[config.mk]
export PLATFORM = sky130hd
export DESIGN_NAME = stage6_micropipeline
export DESIGN_NICKNAME = d
export VERILOG_FILES = /design/src/rtl/stage6_micropipeline.sv
export SDC_FILE = /design/constraint.sdc
export NUM_CORES = 1
export LEC_CHECK = 0
export ABC_AREA = 1
export CORE_MARGIN = 8
export CORE_UTILIZATION = 57
export CTS_BUF_LIST = sky130_fd_sc_hd__clkbuf_2 sky130_fd_sc_hd__clkbuf_4 sky130_fd_sc_hd__clkbuf_8
export DETAILED_ROUTE_END_ITERATION = 8
export PLACE_DENSITY = 0.8
export SLEW_MARGIN = 20
export SYNTH_ARGS = -nofsm -noshare
export SYNTH_HDL_FRONTEND = slang
export SYNTH_SLANG_ARGS = --single-unit
[constraint.sdc]
create_clock -name clk -period 1.45 [get_ports clk]
set_input_delay 0.2175 -clock clk [delete_from_list [all_inputs] [get_ports clk]]
set_output_delay 0.2175 -clock clk [all_outputs]
set_load 0.02 [all_outputs]
[src/rtl/stage6_micropipeline.sv]
// Clocked two-phase bundled-data micropipeline (Sutherland-style), DEPTH stages deep.
// Define STAGE6_OCCUPANCY_EN to add a registered count of full stages on port occupancy.
module stage6_micropipeline #(
  parameter int DATA_W = 3,
  parameter int DEPTH  = 6
) (
  input  logic              clk,
  input  logic              rst,
  input  logic              req_in,
  output logic              ack_out,
  input  logic [DATA_W-1:0] data_in,
  output logic              req_out,
  input  logic              ack_in,
  output logic [DATA_W-1:0] data_out
`ifdef STAGE6_OCCUPANCY_EN
  ,
  output logic [$clog2(DEPTH+1)-1:0] occupancy
`endif
);

  logic [DEPTH-1:0]  p;
  logic [DEPTH-1:0]  p_nxt;
  logic [DEPTH-1:0]  fire;
  logic [DEPTH+1:0]  pe;
  logic [DATA_W-1:0] d     [DEPTH];
  logic [DATA_W-1:0] d_src [DEPTH];

  // pe[0] is req_in, pe[k+1] is stage k, pe[DEPTH+1] is ack_in; every stage
  // decides from pre-edge neighbour phases only.
  always_comb begin
    pe       = {ack_in, p, req_in};
    d_src[0] = data_in;
    for (int k = 1; k < DEPTH; k++) begin
      d_src[k] = d[k-1];
    end
    for (int k = 0; k < DEPTH; k++) begin
      fire[k] = (pe[k] != pe[k+1]) && (pe[k+1] == pe[k+2]);
    end
    p_nxt = p ^ fire;
  end

  always_ff @(posedge clk or posedge rst) begin
    if (rst) begin
      p <= '0;
    end else begin
      p <= p_nxt;
    end
  end

  always_ff @(posedge clk or posedge rst) begin
    if (rst) begin
      for (int k = 0; k < DEPTH; k++) begin
        d[k] <= '0;
      end
    end else begin
      for (int k = 0; k < DEPTH; k++) begin
        if (fire[k]) begin
          d[k] <= d_src[k];
        end
      end
    end
  end

  assign ack_out  = p[0];
  assign req_out  = p[DEPTH-1];
  assign data_out = d[DEPTH-1];

`ifdef STAGE6_OCCUPANCY_EN
  localparam int OCC_W = $clog2(DEPTH+1);

  logic [DEPTH:0]   pn_ext;
  logic [DEPTH-1:0] full_nxt;
  logic [OCC_W-1:0] occ_nxt;

  // Counted from post-edge phases so the count moves on the same edge as p.
  always_comb begin
    pn_ext   = {ack_in, p_nxt};
    full_nxt = pn_ext[DEPTH-1:0] ^ pn_ext[DEPTH:1];
    occ_nxt  = '0;
    for (int k = 0; k < DEPTH; k++) begin
      occ_nxt = occ_nxt + OCC_W'(full_nxt[k]);
    end
  end

  always_ff @(posedge clk or posedge rst) begin
    if (rst) begin
      occupancy <= '0;
    end else begin
      occupancy <= occ_nxt;
    end
  end
`endif

endmodule

## Word-level counts from Yosys, hierarchy flattened

Cells that the tools add are included.

| word-level totals | value |
|---|---|
| register bits after elaboration | 24 |
| input bits | 7 |
| output and inout port bits | 5 |
| word-level logic and storage cells | 26 |

| cells by class | value |
|---|---|
| eq/ne operators | 12 |
| bitwise operators | 1 |
| reduce and logical (&&, ||, !) cells | 6 |

Operators by type and width:

| operator | count |
|---|---|
| == test 1 bit | 6 |
| logical AND 1 bit | 6 |
| != test 1 bit | 6 |
| bitwise XOR 6 bit | 1 |

## Longest topological paths before layout

Gate-level depths: netlist of the first run.

| logic depth | value |
|---|---|
| depth in word-level cells | 3 |
| mapped depth | 7 |
| mapped depth without buffers | 6 |

## Least setup slack after synthesis of the first run

No wires, ideal clock.

| path | value |
|---|---|
| path type | register -> register |
| start | reg (tool-made name) |
| end | reg d (netlist bit data_out[0]) |
| library setup time | 117 ps |
| arrival | 1019 ps |
| required time | 1333 ps |
| slack | 315 ps |
| cell stages (with the launch flop) | 5 |
| buffers on the path | 0 |
| clock period less this slack | 1135 ps |
| cell sequence | dfrtp_1 > xnor2_1 > nand2_1 > nand2_1 > nand2_1 |

RTL lines:

| what | RTL line | RTL |
|---|---|---|
| end signal: indexed assignment | 58 | `d[k] <= d_src[k];` |
| end: declaration | 25 | `logic [DATA_W-1:0] d [DEPTH];` |

==> results of run 1 <==
[through the flow]
stage                     power [mW]  hold WS (ps)
after floorplan                 2.21           232
after global placement          2.45           456
after detailed placement        2.52           459
after CTS                       2.98           216
after global routing            3.24           220
final                           2.94           213
[final cells by class]
cell class                 instances  area, µm²
clock inverter                     1       30.0
timing repair buffer              13        119
multi-input combinational         91        412
clock buffer                       3       22.5
sequential                        24        601
fill                             163        519
inverter                           8       30.0
tap                               25       31.3
[worst max path at each step]
stage | from | endpoint | slack [ps] | depth (start not counted)
floorplan | flop | data_out[0] | 310 | 4
global placement | ack_in | data_out[2] | 110 | 5
detailed placement | ack_in | data_out[1] | 70 | 5
CTS | flop | ack_out | 60 | 1
global route | flop | ack_out | 10 | 1
finish | flop | ack_out | 80 | 1
[power breakdown]
part	leakage [nW]	switching (mW)	internal, mW	total, mW
clock	0.0279	0.200	0.280	0.480
combinational	0.347	0.801	0.471	1.27
sequential	0.306	0.246	0.945	1.19
total	0.681	1.25	1.70	2.94
[routing by layer]
metal / part of all wire / track usage / vias to the layer above / wire length, µm
met2: 0.52 / 0.222 / 16 / 958
met4: 0.026 / 0.0816 / 0 / 48
met1: 0.42 / 0.128 / 391 / 789
li1: - / - / 427 / -
met3: 0.034 / 0.0260 / 5 / 63
met5: 0 / 0 / - / 0
[cell families after synthesis]
logic type / Yosys count
AND/OR/NAND/NOR: 79
flip-flops: 24
buffers and inverters: 13
AO/OA/AOI/OAI: 6
XOR/XNOR: 6
[layout by cell type, fill, tap and decap left out]
| master | instances |
|---|---|
| nand2_1 | 58 |
| bufinv_16 | 1 |
| buf_4 | 2 |
| clkbuf_4 | 3 |
| inv_1 | 8 |
| clkdlybuf4s50_1 | 6 |
| xnor2_2 | 1 |
| nor2_1 | 2 |
| o21ai_0 | 5 |
| a21oi_1 | 1 |
| dfrtp_1 | 24 |
| nand3_1 | 18 |
| dlygate4sd2_1 | 5 |
| nand2_2 | 1 |
| xnor2_1 | 5 |
==> reports/metrics.csv, run 1 <==
metric;value;unit
fin util;0.706;
synthesized instance count;128;
1st-iter DRT viols;16;
cts bufs inserted;3;
worst r2r path cells;5;
syn avg cell area;8.45;µm²
H-Tree Depth;1;
total track usage;0.125;
largest net degree at the start of global routing;25;
DR vias;839;
Detail Placement HPWL;1420;µm
Synth area leaders;dfrtp_1, nand2_1, nand3_1, xnor2_1, inv_1;
DP Area;1200;µm²
post-synthesis async set-or-reset flop share;1.00;
GR Overflow Total;0;
Root Buffer;clkbuf_4;
area grow syn2layout;15.2;%
first-pass GRT wire length;3330;µm
Static Leak;0.681;nW
FF-to-FF End;data_out[0];
RD Place Congestion;0.783;
fin cells;165;
Avg WL per Cell;11.3;µm
synthesized area;1080;µm²
largest delay contributor family on the critical path;flip-flops;
synth unique cells;13;
Final Net Count;148;
CP Launch Type;flop;
critical path type;reg2out;
TritonCTS clock tree;yes;
EDFF count, synth;0;
vias in the first global route;819;
slowest stage delay, CP;470;ps
Setup crit end kind;primary output;
Post-synth top cells;nand2_1, dfrtp_1, nand3_1;
top_reg_cell synth;dfrtp_1;
yosys warns;0;
unrepaired setup endpoints after global routing;false;
die span in x;59.6;µm
# rows;15;
mux share of post-synthesis cell area;0;
post-synthesis register bit count;24;
CP cell instances;dlygate4sd2_1;
Clk Latency, worst-skew pair;320;ps
max-slew violation count;0;
Cells after DPL;161;
Sum Neg Setup Slack;0;ps
post-synthesis xor/xnor area fraction;0.0556;
Power per Cell Area;2360;nW/µm²
Clock Skews;7.98;ps
largest family of logic cells by synthesized area;simple AND/OR/NAND/NOR gates;
slew margin rel.;0.762;
peak supply drop;0.00124;V
clock-pin transition on the worst setup and hold timing paths;130;ps
setup bufs post-CTS;0;
Hold Buf Count CTS;0;
top-area cell type share of the netlist area;0.556;
core area;1760;µm²
maxcap violations;0;
Die Ht;59.6;µm
setup slack, reg-to-reg;210;ps
vias per inst;5.08;
ANT nets after route;0;
worst hold path class;in2async;
pre-CTS setup slack;65.3;ps
Final min period;1370;ps
CTS sink count;24;
final setup fails;0;
max frequency;0.731;GHz
crit path DAT;1150;ps
Residual DRC;0;
most common cell in the netlist;nand2_1;
post-cts resize count;5;
Max stage delay cell, worst path;dfrtp_1;
initial antenna violation count;0;
crit share post-route;0.944;
Antenna Cells;0;
fin area;1240;µm²
DRT Wirelength;1860;µm
Hold Vio Cnt, Final;0;
status;finished, final reports clean;
Initial DRT Pass Iterations;4;
Req. time, crit path;1230;ps
Least-Margin Pin Slew;354;ps
largest area contributor in the netlist;dfrtp_1;
Seq/Total Area, Yosys;0.556;
Post-Synth Simple-Gate Area;0.297;
layout cells sized above 1;0.0571;
# port buffers;11;
starting density of the core;0.613;
Compound-Gate Fraction of Synth Area;0.0278;
worst-path fanout max;6;
Mapped Nets;135;
Buf/Inv on CP;1;
CTS Buffer Depth;2;
die area;3550;µm²
Post-Synth Adder-Cell Area;0;
Boundary Pins;12;
setup ws final;81.7;ps
(Power assumes the default switching activity.)
==> inputs of run 2 (changes only) <==
--- a/config.mk
+++ b/config.mk
@@ -5,12 +5,12 @@
 export SDC_FILE = /design/constraint.sdc
 export NUM_CORES = 1
 export LEC_CHECK = 0
-export ABC_AREA = 1
 export CORE_MARGIN = 8
-export CORE_UTILIZATION = 57
+export CORE_UTILIZATION = 59
 export CTS_BUF_LIST = sky130_fd_sc_hd__clkbuf_2 sky130_fd_sc_hd__clkbuf_4 sky130_fd_sc_hd__clkbuf_8
 export DETAILED_ROUTE_END_ITERATION = 8
 export PLACE_DENSITY = 0.8
+export SETUP_SLACK_MARGIN = 0.02
 export SLEW_MARGIN = 20
 export SYNTH_ARGS = -nofsm -noshare
 export SYNTH_HDL_FRONTEND = slang
==> run 2 against run 1 <==
  * Die area grew 17%
  * Sequential share of layout area down 11 points
  * Combinational power grew 54%
  * Critical path depth increased by 2
  * First-iteration DRC count grew to 7.1 times the previous value
  * Clock power shrank 27%
  * Global-route usage grew 1.3 points
  * Clock skew decreased by 6.1 ps
  * Via count rose by 37%
  * Register-to-register slack got worse by 150 ps
  * Utilization is 2.5 points higher
  * Critical path type is now reg2reg
  * Largest cell class is now multi-input gates
  * Highest routed layer unchanged
==> reports/metrics.csv, run 2 <==
metric;value;unit;change
setup bufs post-CTS;0;;unchanged
most common cell in the netlist;dfrtp_1;;
fin util;0.731;;+0.0251
EDFF count, synth;0;;unchanged
Hold Vio Cnt, Final;0;;unchanged
Clk Latency, worst-skew pair;310;ps;about the same
syn avg cell area;9.82;µm²;+16%
pre-CTS setup slack;-26.7;ps;-91.9 ps
Post-synth top cells;dfrtp_1, o21ai_0, nor2b_1;;
CTS sink count;24;;unchanged
top-area cell type share of the netlist area;0.434;;-0.122
maxcap violations;0;;unchanged
Antenna Cells;0;;unchanged
area grow syn2layout;16.7;%;
worst r2r path cells;3;;-2
Boundary Pins;12;;unchanged
cts bufs inserted;3;;unchanged
post-synthesis register bit count;24;;unchanged
H-Tree Depth;1;;unchanged
Final Net Count;167;;+13%
DRT Wirelength;2970;µm;+60%
largest net degree at the start of global routing;25;;unchanged
sequential share of power;0.369;;-0.036
layout cells sized above 1;0.208;;+0.150
largest area contributor in the netlist;dfrtp_1;;
Least-Margin Pin Slew;306;ps;-47.6 ps
RD Place Congestion;0.791;;+1.1%
sw frac;0.405;;-0.0190
# rows;17;;+2
Detail Placement HPWL;2150;µm;+51%
DR vias;1148;;+37%
Static Leak;0.643;nW;-5.5%
first-pass GRT wire length;4810;µm;+45%
Comb power frac;0.535;;+0.103
setup ws final;58.5;ps;-23.2 ps
fin cells;187;;+13%
crit share post-route;0.960;;+0.0160
vias in the first global route;1057;;+29%
Mapped Nets;148;;+9.6%
starting density of the core;0.626;;+0.0134
FF-to-FF End;data_out[0];;
crit path DAT;1600;ps;+450 ps
max frequency;0.719;GHz;-1.7%
GR Overflow Total;0;;unchanged
max-slew violation count;0;;unchanged
Residual DRC;0;;unchanged
CTS Buffer Depth;2;;unchanged
Req. time, crit path;1660;ps;+430 ps
synthesized area;1390;µm²;+28%
status;finished, final reports clean;;
Die Ht;64.5;µm;+8.2%
top_reg_cell synth;dfrtp_1;;
unrepaired setup endpoints after global routing;false;;
Root Buffer;clkbuf_4;;
ANT nets after route;0;;unchanged
die area;4150;µm²;+17%
worst-path fanout max;9;;+3
total track usage;0.138;;+0.0129
most frequent cells in the layout;dfrtp_1, buf_4, o21ai_0, nor2b_1, nor3b_1;;
Final min period;1390;ps;+23.2 ps
internal power;2.18;mW;+29%
Clock Skews;1.84;ps;-6.14 ps
post-synthesis async set-or-reset flop share;1.00;;unchanged
Synth area leaders;dfrtp_1, nor3b_1, nor2b_1, o311a_1, o21ai_0;;
critical path type;reg2reg;;
sw power;1.48;mW;+19%
core area;2210;µm²;+25%
peak supply drop;0.00149;V;+21%
synthesized instance count;141;;+10%
Avg WL per Cell;15.9;µm;+41%
worst hold path class;in2async;;
vias per inst;6.14;;+21%
Cells after DPL;183;;+14%
Power per Cell Area;2270;nW/µm²;-4.1%
clock-pin transition on the worst setup and hold timing paths;130;ps;about the same
TritonCTS clock tree;yes;;
Sum Neg Setup Slack;0;ps;unchanged
1st-iter DRT viols;114;;+98
commonest non-fill, non-tap cell in the layout;dfrtp_1;;
Total Power;3.66;mW;+24%
initial antenna violation count;0;;unchanged
CP Launch Type;flop;;
Initial DRT Pass Iterations;4;;unchanged
# port buffers;11;;unchanged
yosys warns;0;;unchanged
setup slack, reg-to-reg;60;ps;-150 ps
slew margin rel.;0.796;;+0.0334
die span in x;64.5;µm;+8.2%
Setup crit end kind;flop;;
Clock Power Share;0.096;;-0.067
final setup fails;0;;unchanged
Seq/Total Area, Yosys;0.434;;-0.122
synth unique cells;29;;+16
run 2: worst max path at each step:
stage	to	from	slack, ps	depth (start not counted)
after global placement	data_out[0]	ack_in	9	3
after detailed placement	data_out[1]	ack_in	-30	3
after floorplan	data_out[0]	flop	100	3
final	data_out[0]	flop	60	3
after CTS	req_out	flop	30	1
after global routing	data_out[0]	flop	4	3
run 2: logic make-up after synthesis:
kind of cell	share of synthesized area
AND/OR/NAND/NOR	0.214
AO/OA/AOI/OAI	0.189
flip-flops	0.434
buffers and inverters	0.0632
multiplexers	0.0930
adder cells (fa/ha/maj)	0.00723
run 2: power by group through the flow:
stage	sequential [mW]	clock, mW	combinational (mW)
2_1_floorplan	1.27	0	1.43
3_3_place_gp	1.32	0	1.86
3_5_place_dp	1.35	0	1.97
4_1_cts	1.33	0.362	1.93
5_1_grt	1.40	0.385	2.11
6_report	1.35	0.352	1.96
run 2: worst max-delay path: stages (launching register included):
cell and delay [ps]:
dfrtp_2 480, nand2b_1 210, mux2i_1 250, mux2_1 350
run 2: stage by stage:
stage	hold WS, ps	instance area [µm²]
floorplan	232	1390
global placement	471	1570
detailed placement	484	1570
CTS	246	1600
global route	274	1620
finish	238	1620
run 2: cell type report:
| cell class | instances | area, µm² |
|---|---|---|
| clock buffers | 4 | 36.3 |
| flip-flops and latches | 24 | 604 |
| repair buffers | 26 | 216 |
| well taps | 28 | 35.0 |
| multi-input cells | 100 | 706 |
| fillers | 169 | 596 |
| inverters | 5 | 18.8 |
run 2: layer usage:
metal  wire length (µm)  vias up  GRT usage
met1               1360      578      0.184
met3                 79        6     0.0223
met4                 33        0     0.0409
met5                  0        -          0
li1                   -      546          -
met2               1490       18      0.225
run 2: what timing repair did:
item,CTS,global route
resized for setup,5,5
hold buffers,0,0
pin swaps,0,0
cloned,0,0
setup endpoints to repair,5,6
==> inputs of run 3 (changes only) <==
--- a/config.mk
+++ b/config.mk
@@ -6,10 +6,11 @@
 export NUM_CORES = 1
 export LEC_CHECK = 0
 export CORE_MARGIN = 8
-export CORE_UTILIZATION = 59
+export CORE_UTILIZATION = 30
 export CTS_BUF_LIST = sky130_fd_sc_hd__clkbuf_2 sky130_fd_sc_hd__clkbuf_4 sky130_fd_sc_hd__clkbuf_8
 export DETAILED_ROUTE_END_ITERATION = 8
-export PLACE_DENSITY = 0.8
+export GPL_TIMING_DRIVEN = 1
+export PLACE_DENSITY = 0.46
 export SETUP_SLACK_MARGIN = 0.02
 export SLEW_MARGIN = 20
 export SYNTH_ARGS = -nofsm -noshare
==> run 3 against run 2 <==
  * Sequential cell count unchanged
  * Register-to-register slack better by 50 ps
  * Count of clock-buffer cells in the layout shrank 1
==> reports/metrics.csv, run 3 (synthesis results as in run 2) <==
metric;value;unit;change
initial antenna violation count;0;;unchanged
crit share post-route;0.924;;-0.0359
Initial DRT Pass Iterations;4;;unchanged
GR Overflow Total;0;;unchanged
total track usage;0.0861;;-0.0518
most frequent cells in the layout;dfrtp_1, buf_4, o21ai_0, nor2b_1, nor3b_1;;
max frequency;0.747;GHz;+3.9%
die span in x;83.9;µm;+30%
Die Ht;83.9;µm;+30%
Sum Neg Setup Slack;0;ps;unchanged
status;finished, final reports clean;;
vias in the first global route;1086;;+2.7%
unrepaired setup endpoints after global routing;false;;
Final min period;1340;ps;-52.1 ps
peak supply drop;0.000839;V;-44%
crit path DAT;1500;ps;-100 ps
worst hold path class;in2async;;
Least-Margin Pin Slew;318;ps;+11.6 ps
core area;4410;µm²;+100%
maxcap violations;0;;unchanged
first-pass GRT wire length;5040;µm;+4.9%
1st-iter DRT viols;23;;-80%
H-Tree Depth;1;;unchanged
Static Leak;0.666;nW;+3.5%
# rows;24;;+7
Root Buffer;clkbuf_8;;
vias per inst;5.16;;-16%
Setup crit end kind;flop;;
largest net degree at the start of global routing;25;;unchanged
CP Launch Type;flop;;
critical path type;reg2reg;;
fin cells;213;;+14%
Power per Cell Area;2290;nW/µm²;+1.0%
layout cells sized above 1;0.205;;-0.00258
Detail Placement HPWL;2210;µm;+3.2%
Hold Buf Count CTS;0;;unchanged
CP cell instances;nand2b_1 > mux2i_2 > mux2_1;;
largest delay contributor family on the critical path;multiplexers;;
CTS sink count;24;;unchanged
Cells after DPL;209;;+14%
Req. time, crit path;1610;ps;-50 ps
slew margin rel.;0.788;;-0.00771
Max stage delay cell, worst path;dfrtp_2;;
setup bufs post-CTS;0;;unchanged
TritonCTS clock tree;yes;;
Buf/Inv on CP;0;;unchanged
Final Net Count;169;;+1.2%
CTS Buffer Depth;2;;unchanged
Antenna Cells;0;;unchanged
cts bufs inserted;3;;unchanged
die area;7050;µm²;+70%
RD Place Congestion;0.731;;-7.7%
Hold Vio Cnt, Final;0;;unchanged
Clk Latency, worst-skew pair;270;ps;-40 ps
commonest non-fill, non-tap cell in the layout;dfrtp_1;;
starting density of the core;0.314;;-0.312
max-slew violation count;0;;unchanged
slowest stage delay, CP;470;ps;about the same
worst-path fanout max;9;;unchanged
DR vias;1100;;-4.2%
# port buffers;11;;unchanged
final setup fails;0;;unchanged
Boundary Pins;12;;unchanged
area grow syn2layout;22.2;%;
ANT nets after route;0;;unchanged
Clock Skews;3.18;ps;+1.34 ps
DRT Wirelength;3000;µm;+1.0%
Avg WL per Cell;14.1;µm;-11%
Residual DRC;0;;unchanged
clock-pin transition on the worst setup and hold timing paths;90;ps;-40 ps
-- run 3: routing by layer --
layer / vias up / track usage / share of wire / wire, µm
li1: 542 / - / - / -
met1: 536 / 0.0999 / 0.46 / 1370
met2: 17 / 0.142 / 0.49 / 1470
met3: 5 / 0.0244 / 0.035 / 106
met4: 0 / 0.0408 / 0.016 / 49
met5: - / 0 / 0 / 0
-- run 3: worst paths after layout --
path,end,slack (ps),cells past startpoint
min in group clk,d[9],490,1
worst max-delay path,data_out[1],110,3
worst max register to register,data_out[1],110,3
max in group asynchronous,asynchronous set/reset pin,910,3
worst min register to register,d[9],490,1
worst min-delay path,d[12],290,3
-- run 3: worst min-delay path, cell delays in order --
cell and delay (ps):
clkdlybuf4s50_1 390, inv_1 50, buf_4 300
-- run 3: stage by stage --
step	hold WS, ps	power [mW]	instance area (µm²)	setup slack [ps]	utilization
4_1_cts	296	3.91	1680	51.4	0.382
6_report	285	3.88	1690	111	0.384
5_1_grt	307	4.19	1690	25.9	0.384
3_3_place_gp	477	3.27	1620	-3.64	0.367
3_5_place_dp	471	3.33	1620	-22.5	0.367
2_1_floorplan	232	2.71	1390	101	-
-- run 3: what timing repair did --
| action | CTS | global route |
|---|---|---|
| resized for setup | 5 | 3 |
| cloned | 0 | 0 |
| setup endpoints to repair | 5 | 4 |
-- run 3: cell type report --
class,count,area [µm²]
fill,432,2720
tap,52,65.1
inverter,5,18.8
clock buffer,3,41.3
multi-input combinational,100,704
clock inverter,1,30.0
timing repair buffer,28,231
sequential,24,602
-- run 3: report_power, final --
group          leakage (nW)  switching [mW]  internal (mW)  total [mW]
Combinational         0.366           0.877           1.05        1.92
Sequential            0.264           0.353          0.997        1.35
Clock                0.0357           0.233          0.369       0.602
